<file path="config.mk">
export PLATFORM = sky130hd
export DESIGN_NAME = segasys1_sndcmd_queue
export DESIGN_NICKNAME = d
export VERILOG_FILES = /design/src/rtl/segasys1_sndcmd_queue.sv
export SDC_FILE = /design/constraint.sdc
export NUM_CORES = 1
export LEC_CHECK = 0
export CORE_MARGIN = 2
export CORE_UTILIZATION = 25
export CTS_CLUSTER_DIAMETER = 80
export DETAILED_ROUTE_END_ITERATION = 12
export PLACE_DENSITY = 0.38
export REMOVE_ABC_BUFFERS = 1
export SYNTH_ARGS = -nofsm -noshare
export SYNTH_HDL_FRONTEND = slang
export SYNTH_SLANG_ARGS = --single-unit
</file>
<file path="constraint.sdc">
create_clock -name CLK40M -period 8.2 [get_ports CLK40M]
set_clock_uncertainty 0.2 [all_clocks]
set_input_delay 2.05 -clock CLK40M [delete_from_list [all_inputs] [get_ports CLK40M]]
set_output_delay 2.05 -clock CLK40M [all_outputs]
set_load 0.03 [all_outputs]
</file>
<file path="src/rtl/segasys1_sndcmd_queue.sv">
// Sound command queue between the main Z80 sound-request strobe and the sound CPU.
// Commands are buffered in a small FIFO and delivered one at a time as an NMI pulse plus
// a held command byte. Each delivery ends on an acknowledge or after a timeout.
module segasys1_sndcmd_queue #(
  parameter int unsigned DEPTH_LOG2 = 2,
  parameter int unsigned NMI_LEN    = 16,
  parameter int unsigned GAP_LEN    = 64,
  parameter int unsigned TMO_LEN    = 65535
) (
  input  logic                  CLK40M,
  input  logic                  RESET_N,
  input  logic                  CMD_WR,
  input  logic [7:0]            CMD_DI,
  input  logic                  SND_ACK,
  input  logic                  PAUSE_N,
  output logic [7:0]            SND_CMD,
  output logic                  SND_NMI,
  output logic [DEPTH_LOG2:0]   FIFO_LVL,
  output logic                  OVF,
  output logic [7:0]            TMO_CNT,
  output logic                  BUSY
);

  localparam int unsigned DEPTH   = 1 << DEPTH_LOG2;
  localparam int unsigned PTR_W   = DEPTH_LOG2;
  localparam int unsigned LVL_W   = DEPTH_LOG2 + 1;
  localparam int unsigned MAX_NG  = (NMI_LEN > GAP_LEN) ? NMI_LEN : GAP_LEN;
  localparam int unsigned MAX_LEN = (MAX_NG > TMO_LEN) ? MAX_NG : TMO_LEN;
  localparam int unsigned CNT_W   = (MAX_LEN > 1) ? $clog2(MAX_LEN) : 1;

  localparam logic [2:0] ST_IDLE = 3'd0;
  localparam logic [2:0] ST_LOAD = 3'd1;
  localparam logic [2:0] ST_NMI  = 3'd2;
  localparam logic [2:0] ST_WAIT = 3'd3;
  localparam logic [2:0] ST_GAP  = 3'd4;

  logic [7:0]       mem [DEPTH];
  logic [PTR_W-1:0] wr_ptr;
  logic [PTR_W-1:0] rd_ptr;
  logic [2:0]       state_q;
  logic [2:0]       state_d;
  logic [CNT_W-1:0] cnt_q;
  logic [CNT_W-1:0] cnt_d;
  logic             nmi_d;
  logic [7:0]       cmd_d;
  logic [7:0]       tmo_d;
  logic             pop_c;
  logic             full_c;
  logic             push_c;
  logic [LVL_W-1:0] lvl_d;

  // Delivery FSM next-state; frozen entirely while PAUSE_N is low
  always_comb begin
    state_d = state_q;
    cnt_d   = cnt_q;
    nmi_d   = SND_NMI;
    cmd_d   = SND_CMD;
    tmo_d   = TMO_CNT;
    pop_c   = 1'b0;
    if (PAUSE_N) begin
      case (state_q)
        ST_IDLE: begin
          if (FIFO_LVL != '0) state_d = ST_LOAD;
        end
        ST_LOAD: begin
          cmd_d   = mem[rd_ptr];
          cnt_d   = CNT_W'(NMI_LEN - 1);
          nmi_d   = 1'b1;
          state_d = ST_NMI;
        end
        ST_NMI: begin
          if (SND_ACK) begin
            pop_c   = 1'b1;
            nmi_d   = 1'b0;
            cnt_d   = CNT_W'(GAP_LEN - 1);
            state_d = ST_GAP;
          end else if (cnt_q == '0) begin
            nmi_d   = 1'b0;
            cnt_d   = CNT_W'(TMO_LEN - 1);
            state_d = ST_WAIT;
          end else begin
            cnt_d = cnt_q - CNT_W'(1);
          end
        end
        ST_WAIT: begin
          if (SND_ACK) begin
            pop_c   = 1'b1;
            cnt_d   = CNT_W'(GAP_LEN - 1);
            state_d = ST_GAP;
          end else if (cnt_q == '0) begin
            pop_c   = 1'b1;
            if (TMO_CNT != 8'hFF) tmo_d = TMO_CNT + 8'd1;
            cnt_d   = CNT_W'(GAP_LEN - 1);
            state_d = ST_GAP;
          end else begin
            cnt_d = cnt_q - CNT_W'(1);
          end
        end
        ST_GAP: begin
          if (cnt_q == '0) state_d = ST_IDLE;
          else             cnt_d   = cnt_q - CNT_W'(1);
        end
        default: begin
          state_d = ST_IDLE;
          nmi_d   = 1'b0;
        end
      endcase
    end
  end

  // FIFO push/level; a same-cycle pop frees the slot before the push is judged
  always_comb begin
    full_c = (FIFO_LVL == LVL_W'(DEPTH));
    push_c = CMD_WR && (!full_c || pop_c);
    lvl_d  = FIFO_LVL + LVL_W'(push_c) - LVL_W'(pop_c);
  end

  // FIFO storage, not reset; validity is tracked by the level and pointers
  always_ff @(posedge CLK40M) begin
    if (push_c) mem[wr_ptr] <= CMD_DI;
  end

  // State, counters and all registered outputs
  always_ff @(posedge CLK40M or negedge RESET_N) begin
    if (!RESET_N) begin
      state_q  <= ST_IDLE;
      cnt_q    <= '0;
      wr_ptr   <= '0;
      rd_ptr   <= '0;
      SND_CMD  <= '0;
      SND_NMI  <= 1'b0;
      FIFO_LVL <= '0;
      OVF      <= 1'b0;
      TMO_CNT  <= '0;
      BUSY     <= 1'b0;
    end else begin
      state_q  <= state_d;
      cnt_q    <= cnt_d;
      SND_CMD  <= cmd_d;
      SND_NMI  <= nmi_d;
      TMO_CNT  <= tmo_d;
      FIFO_LVL <= lvl_d;
      BUSY     <= (state_d != ST_IDLE);
      if (push_c) wr_ptr <= wr_ptr + PTR_W'(1);
      if (pop_c)  rd_ptr <= rd_ptr + PTR_W'(1);
      if (CMD_WR && full_c && !pop_c) OVF <= 1'b1;
    end
  end

endmodule

</file>
==> results.yml <==
floorplanning:
  die_y_um: 126
  core_area_um2: 14500
  start_util_pct: 25.5
  io_pins: 35
  die-area_um2: 15800
  die_x_um: 126
  rows: 44
routing:
  wl_per_cell_um: 15.9
  routed-via-count: 2399
  first_pass_iters: 4
  drc_errors: 0
  wirelength_mm: 8.08
  drt_iter0_markers: 116
  antenna_left: 0
  viasPerCell: 4.72
final_layout:
  layout-drive-gt1-share_pct: 14.5
  fin_nets: 341
  final_common_cell: "dfrtp_1"
  final_cell_mix: "45 x dfrtp_1, 33 x clkdlybuf4s50_1, 32 x edfxtp_1"
  diodes: 0
  syn2layout_area_growth_pct: 21.7
  final_area_um2: 4500
placement:
  gp_congestion: 0.746
  placed_area_um2: 4200
  dp_hpwl_mm: 5.29
  port_buffers: 34
cts:
  tritoncts: "built"
  cts_buffer_depth: 2
  ctsHoldBuffers: 0
  numCtsBuffers: 9
  ctsHtreeMaxLevel: 3
  path_clk_slew_ns: 0.06
  cts-resized-gates: 0
  clock_latency_ns: 0.34
  cts_setup_buffers: 0
  cts_root_buf: "clkbuf_16"
  cts_sinks: 77
power:
  p_leak_uw: 0.00173
  peakVddDrop_mv: 0.165
  cellPowerDensity_nw_per_um2: 348
  p_total_uw: 1560
logic_synthesis:
  syn_inst: 286
  postSynthAreaPerCell_um2: 12.9
  synth_seq_cells: 77
  ys_warn_count: 0
  ys_seq_area_share_pct: 56.5
  yosysTopAreaCellShare_pct: 30.5
  synth_cell_types: 66
  yosys.area.top_type: "dfrtp_1"
  syn-cell-area_um2: 3690
  synth_edf_count: 32
  synthTopCellsByArea: "dfrtp_1 30%, edfxtp_1 26%, mux4_2 4.9%"
  ys_async_sr_fraction_pct: 58.4
  synthFlopType: "dfrtp_1"
sta:
  worst_slew_pin_slew_ns: 1.02
  setup_viol: 0
  relSlewSlack_pct: 32.0
  fmax_ghz: 0.201
  hold_viol: 0
  final_max_slew_viol_count: 0
  final.setup.tns_ns: 0
  fin_crit_ns: 4.98
  finalCritPeriodShare_pct: 60.7
  grt_setup_unrepaired: "no"
setup_path:
  start_kind: "input pin"
  worst_setup_path_end_kind: "flop"
  cp_max_fo: 10
  crit_type: "input pin to flop"
  cpPeakStageDelay_ns: 0.59
  critPathSlowestCell: "clkdlybuf4s50_1"
  crit_path_frequent_cell: "inv_1"
  arrival_ns: 5.01
  worstPathCellList: "clkdlybuf4s50_1 -> and3b_1 -> a2111oi_0 -> o21ai_1 -> and2_1 -> inv_1 -> ha_1 -> inv_1 -> ha_1 -> inv_1 -> fa_1 -> xnor2_1 -> xnor2_1"
  critPathRequiredTime_ns: 8.23
min_path:
  hold_class: "flop to flop"
flow_run:
  cap_violations: 0
grt:
  grt_pass1_wl_mm: 13.3
  antenna_found_initial: 0
  overflow: 0
  grt_max_degree: 46
  grt_usage_pct: 11.0
  grt_pass1_vias: 2386
status:
  status: "complete, no violations"
-- layout make-up --
| cell class | count | area (µm²) |
|---|---|---|
| Clock buffer | 11 | 233 |
| Sequential cell | 77 | 2090 |
| Tap cell | 184 | 230 |
| Multi-Input combinational cell | 179 | 1480 |
| Inverter | 16 | 60.1 |
| Clock inverter | 5 | 61.3 |
| Fill cell | 1476 | 9980 |
| Timing Repair Buffer | 36 | 350 |
-- flip-flops by register name, summed over array words and instances (netlist names) --
signal and cells:
FIFO_LVL 3, TMO_CNT 8, rd_ptr 2, state_q 3, OVF 1, cnt_q 16, BUSY 1, wr_ptr 2
SND_NMI 1, mem 32, SND_CMD 8
-- layer usage --
layer	wire (µm)	track usage [%]	vias up
met4	147	4.38	0
met1	3820	14.2	1183
met5	0	0	-
li1	-	-	1155
met2	3750	17.0	51
met3	357	3.68	10
-- critical path: cells and delay by family --
kind	cells	cell delay, ns
AOI/OAI and AO/OA	2	0.64
xor gates and xnor gates	2	0.28
and+or+nand+nor	2	0.57
buffers and inverters	4	0.74
adders and majority gates	3	0.72
-- cells in the mapped netlist (3+ instances only) --
master and number:
and3_1 5, o31ai_1 7, o21bai_1 3, clkbuf_1 6, nand4_1 3, nor3_1 4
nor4_1 3, nand2_1 20, mux2_2 8, dfrtp_1 45, a21oi_1 12, buf_4 4
nor2_1 8, edfxtp_1 32, o22a_1 4, inv_1 16, o21ai_0 7, a2bb2oi_1 6
a31oi_1 5, mux4_2 8, xnor2_1 10, ha_1 8, xor2_1 3, nand3_1 7
-- worst paths after layout --
path                                 start     endpoint  slack, ns  cells after the start
worst max-delay path               PAUSE_N  FIFO_LVL[2]       3.22                     13
worst max register to register    cnt_q[0]  FIFO_LVL[2]       4.45                     14
worst min-delay path            TMO_CNT[6]   TMO_CNT[6]       0.29                      1
max in group asynchronous          RESET_N    wr_ptr[0]       5.77                      2
worst min register to register  TMO_CNT[6]   TMO_CNT[6]       0.29                      1
min in group asynchronous          RESET_N     cnt_q[9]       1.61                      2
-- cells by family after synthesis --
family / after synthesis / synth area share [%]
AOI/OAI and AO/OA: 65 / 12.8
xor gates and xnor gates: 13 / 3.08
adders and majority gates: 9 / 3.25
buffers and inverters: 30 / 3.72
DFF: 77 / 56.5
muxes: 16 / 7.31
and+or+nand+nor: 76 / 13.4
-- stage by stage --
step	instances	setup WS, ns	util (%)	hold slack [ns]
after global placement	492	2.93	29.0	0.289
final	508	3.22	31.1	0.289
after floorplan	272	3.76	-	0.293
after global routing	508	3.01	31.1	0.314
after detailed placement	492	2.85	29.0	0.284
after CTS	508	3.23	31.1	0.297
-- power breakdown --
part	total, µW	internal [µW]	leakage, µW	switching [µW]
registers	610	508	0.000862	102
logic	554	249	0.000731	305
clock network	401	237	0.000132	164
No activity file was read; power rests on OpenSTA's default activity.
